`config.mk`:
```
export PLATFORM = sky130hd
export DESIGN_NAME = ram_fifo_ctrl
export DESIGN_NICKNAME = d
export VERILOG_FILES = /design/src/rtl/ram_fifo_ctrl.sv
export SDC_FILE = /design/constraint.sdc
export NUM_CORES = 1
export LEC_CHECK = 0
export CAP_MARGIN = 25
export CORE_UTILIZATION = 49
export DETAILED_ROUTE_END_ITERATION = 10
export PLACE_DENSITY = 0.95
export SKIP_CTS_REPAIR_TIMING = 1
export SLEW_MARGIN = 25
export SYNTH_ARGS = -nofsm -noshare
export SYNTH_HDL_FRONTEND = slang
export SYNTH_SLANG_ARGS = --single-unit
```
`constraint.sdc`:
```
create_clock -name clk -period 5.8 [get_ports clk]
set_input_delay 0.58 -clock clk [delete_from_list [all_inputs] [get_ports clk]]
set_output_delay 0.58 -clock clk [all_outputs]
set_load 0.01 [all_outputs]
```
`src/rtl/ram_fifo_ctrl.sv`:
```
// ram_fifo_ctrl: 16-deep byte FIFO whose storage is an external 16x8
// single-port synchronous RAM. After reset or clear, an INIT sweep writes
// zero to every RAM word, then the RUN state serves push/pop requests.
// Only one RAM access fits in a cycle, so pop wins over push.
module ram_fifo_ctrl (
  input  logic       clk,
  input  logic       rst_n,
  input  logic       clear,
  input  logic       push,
  input  logic [7:0] push_data,
  output logic       push_ready,
  input  logic       pop,
  output logic       pop_valid,
  output logic [7:0] pop_data,
  output logic       full,
  output logic       empty,
  output logic [4:0] count,
  output logic       ram_wr,
  output logic [3:0] ram_addr,
  output logic [7:0] ram_din,
  input  logic [7:0] ram_dout
);

  typedef enum logic {
    ST_INIT = 1'b0,
    ST_RUN  = 1'b1
  } state_t;

  state_t     state, state_nxt;
  logic [3:0] init_addr;
  logic [3:0] wr_ptr;
  logic [3:0] rd_ptr;
  logic [4:0] cnt;
  logic       pop_acc;
  logic       push_acc;
  logic       pop_valid_q;
  logic [7:0] last_data;

  // Next-state, acceptance decisions and the RAM command for this cycle.
  always_comb begin
    // NOTE: every output of this block gets a default before any branch, so no path can leave a value unassigned and infer a latch.
    state_nxt  = state;
    pop_acc    = 1'b0;
    push_acc   = 1'b0;
    push_ready = 1'b0;
    ram_wr     = 1'b0;
    ram_addr   = rd_ptr;
    ram_din    = 8'h00;

    unique case (state)
      ST_INIT: begin
        // NOTE: the write strobe is gated by rst_n directly so the RAM sees no write while reset is held, even though INIT itself writes every cycle.
        ram_wr   = rst_n;
        ram_addr = init_addr;
        if (init_addr == 4'hF) state_nxt = ST_RUN;
      end
      ST_RUN: begin
        pop_acc    = pop && (cnt != 5'd0) && !clear;
        push_ready = !clear && (cnt != 5'd16) && !pop_acc;
        push_acc   = push && push_ready;
        if (push_acc) begin
          ram_wr   = 1'b1;
          ram_addr = wr_ptr;
          ram_din  = push_data;
        end
      end
      default: state_nxt = ST_INIT;
    endcase

    if (clear) state_nxt = ST_INIT;
  end

  // FSM state register.
  always_ff @(posedge clk or negedge rst_n) begin
    // NOTE: sequential state uses non-blocking assignments so every register samples pre-edge values regardless of statement order.
    if (!rst_n) state <= ST_INIT;
    else        state <= state_nxt;
  end

  // INIT sweep address: counts 0..15 during INIT, wraps back to 0 for RUN.
  always_ff @(posedge clk or negedge rst_n) begin
    if (!rst_n)                          init_addr <= 4'h0;
    else if (clear || state != ST_INIT)  init_addr <= 4'h0;
    else                                 init_addr <= init_addr + 4'h1;
  end

  // FIFO pointers and occupancy; push and pop are mutually exclusive.
  always_ff @(posedge clk or negedge rst_n) begin
    if (!rst_n) begin
      wr_ptr <= 4'h0;
      rd_ptr <= 4'h0;
      cnt    <= 5'd0;
    end else if (clear) begin
      wr_ptr <= 4'h0;
      rd_ptr <= 4'h0;
      cnt    <= 5'd0;
    end else if (push_acc) begin
      wr_ptr <= wr_ptr + 4'h1;
      cnt    <= cnt + 5'd1;
    end else if (pop_acc) begin
      rd_ptr <= rd_ptr + 4'h1;
      cnt    <= cnt - 5'd1;
    end
  end

  // Read data arrives from the RAM one cycle after an accepted pop.
  always_ff @(posedge clk or negedge rst_n) begin
    if (!rst_n) pop_valid_q <= 1'b0;
    else        pop_valid_q <= pop_acc;
  end

  // Remember the last popped byte so pop_data holds between pops.
  always_ff @(posedge clk or negedge rst_n) begin
    if (!rst_n)           last_data <= 8'h00;
    else if (pop_valid_q) last_data <= ram_dout;
  end

  assign pop_valid = pop_valid_q;
  assign pop_data  = pop_valid_q ? ram_dout : last_data;
  assign count     = cnt;
  assign empty     = (cnt == 5'd0);
  assign full      = (cnt == 5'd16);

endmodule
```
==> impl_metrics.ini <==
[layout]
diodes = 0
nets = 222
layout_commonest_cell = clkdlybuf4s50_1
area_growth_pct = 36.5
mostFrequentLayoutCells = clkdlybuf4s50_1, dfrtp_1, a21oi_1
drive_above_1_share = 0.120

[synth]
synth_top_family_by_area = compound AO/OA/AOI/OAI gates
synth_edf_count = 0
synth.distinct_cells = 41
ys_seq_area_frac = 0.438
syn_inst = 143
synthMuxAreaShare = 0.118
yosysTopAreaCellShare = 0.438
synth-compound-area-share = 0.153
yosysTopAreaCell = dfrtp_1
ys_top_cells_by_area = dfrtp_1, mux2_2, ha_1
synthAdderAreaFrac = 0.0697
async_flop_share = 1.00
yosysWarnings = 0
avgSynthCellArea_sq_um = 10.8
synth_simple_gate_area_share = 0.146
synthXorXnorAreaFrac = 0.0397
synth-seq-cells = 27
synth_area_sq_um = 1540
dominantRegCellSynth = dfrtp_1
syn-num-nets = 172

[routing]
vias = 1289
dr.pass1.iters = 4
drtIter0Drc = 33
finalWirelength_um = 3390
wl_per_cell_um = 14.4
drc = 0
ant_nets = 0
routed_via_density = 5.46

[clocking]
cts_buffer_depth = 2
ctsRootBufferMaster = clkbuf_4
cts_tree = done
clk_pin_slew_ns = 0.15
cts_sinks = 27
clk_latency_ns = 0.33
h-tree-depth = 1
cts_made_buffers = 3

[sta]
hold-worst-slack_ns = 0.512
rsz0062_at_grt = no
finalMaxSlewViolations = 0
skew_ns = 0.00202
setup_viol = 0
fin_setup_tns_ns = 0
slew_headroom = 0.617
fmaxAchievable_mhz = 295
min_period_ns = 3.38
tightest_slew_ns = 0.575
hold_violations = 0
timing.final.crit_share = 0.584

[floorplanning]
dieArea_sq_um = 3380
io_pins = 51
die_h_um = 58.1
start_util = 0.510
chipWidth_um = 58.1
core_area_sq_um = 3030
rows = 20

[placed_design]
hpwlAfterDp_um = 2580
port-buffer-count = 50
place_congestion = 0.828

[power]
leakage_nw = 0.962
peakVddDrop_v = 0.0000770
powerDensity_nw_per_um2 = 163

[run]
maxCapViolations = 0

[global_routing]
grt_max_degree = 29
grt_first_pass_wirelength_um = 5640
grtUsageTotal = 0.216
overflow = 0
grt_pass1_vias = 1301
antenna_found_initial = 0

[critical_path]
path_class = input pin to output port
cpPeakStageDelay_ns = 0.68
startpoint_type = input pin
r2r_end = count[4]
rrSetupSlack_ns = 2.90
critPathArrivalTime_ns = 2.80
regToRegStartpoint = count[1]
cp-end-kind = output port
critPathMaxFanout = 15
critPathSlowestCell = clkdlybuf4s50_1
worstPathRequired_ns = 5.22
timing.critical_path.cells = clkdlybuf4s50_1 > and2b_2 > o2111a_2 > inv_2 > o21ai_0 > clkdlybuf4s50_1
crit_top_cell = clkdlybuf4s50_1
r2r_cells = 8

[run_status]
outcome = complete, no violations

[min_path]
min_path_cells = 1
hold_end = init_addr[0]
hold_path.class = flop to flop
hold_start = init_addr[0]
-- where the power goes --
part	switching (W)	internal, W	total [W]
logic	0.0000252	0.0000339	0.0000592
registers	0.00000539	0.000193	0.000199
clock network	0.0000588	0.0000264	0.0000853
total	0.0000895	0.000254	0.000343
-- cell type report --
cell class | instances | area, sq um
inverter | 7 | 26.3
fill | 222 | 921
multi-input combinational | 103 | 812
clock inverter | 1 | 7.51
sequential | 27 | 676
timing repair buffer | 51 | 508
clock buffer | 3 | 22.5
tap | 44 | 55.1
-- registers in the layout, indices dropped and copies added, names as in the netlist --
signal	count
count	5
init_addr	4
last_data	8
pop_valid	1
rd_ptr	4
state	1
wr_ptr	4
-- worst max path at each step --
stage              from       end  slack [ns]
2_1_floorplan  count[1]  count[4]        3.18
3_3_place_gp      clear  count[4]        2.42
3_5_place_dp      clear  count[4]        2.33
4_1_cts           clear    ram_wr        2.40
5_1_grt           clear    ram_wr        2.29
6_report          clear    ram_wr        2.42
-- synthesized netlist by cell type, types with 2 or more instances --
library cell / number
nand2_1: 9
nor2_1: 9
clkbuf_1: 5
inv_1: 5
nand3_1: 4
dfrtp_1: 27
ha_1: 7
and2_1: 8
nor3_1: 3
a21oi_1: 10
mux2i_1: 8
xor2_1: 3
xnor2_1: 4
inv_2: 2
mux2_2: 9
o21ai_0: 4
or3_1: 2
-- through the flow --
step	util	instance area [sq um]	total power, W	instances	setup slack, ns
floorplan	-	1540	0.000223	143	3.18
global placement	0.686	2080	0.000260	232	2.42
detailed placement	0.686	2080	0.000262	232	2.33
CTS	0.696	2110	0.000346	236	2.40
global route	0.696	2110	0.000358	236	2.29
finish	0.696	2110	0.000343	236	2.42
-- logic make-up after synthesis --
group | count (synthesis)
buffers and inverters | 13
xor gates and xnor gates | 7
DFF | 27
adders and majority gates | 8
muxes | 17
AOI/OAI and AO/OA | 28
and+or+nand+nor | 43
-- routing by layer --
| metal | vias up | track usage | part of all wire |
|---|---|---|---|
| li1 | 606 | - | - |
| met1 | 620 | 0.270 | 0.40 |
| met2 | 56 | 0.386 | 0.53 |
| met3 | 7 | 0.0313 | 0.055 |
| met4 | 0 | 0.0646 | 0.010 |
| met5 | - | 0 | 0 |
-- worst max-delay path: cells and delay by family --
family                 cells  cell delay, ns
AOI/OAI and AO/OA          2            0.44
and+or+nand+nor            1            0.41
buffers and inverters      3            1.36
Power figures use the tool's default switching activity.
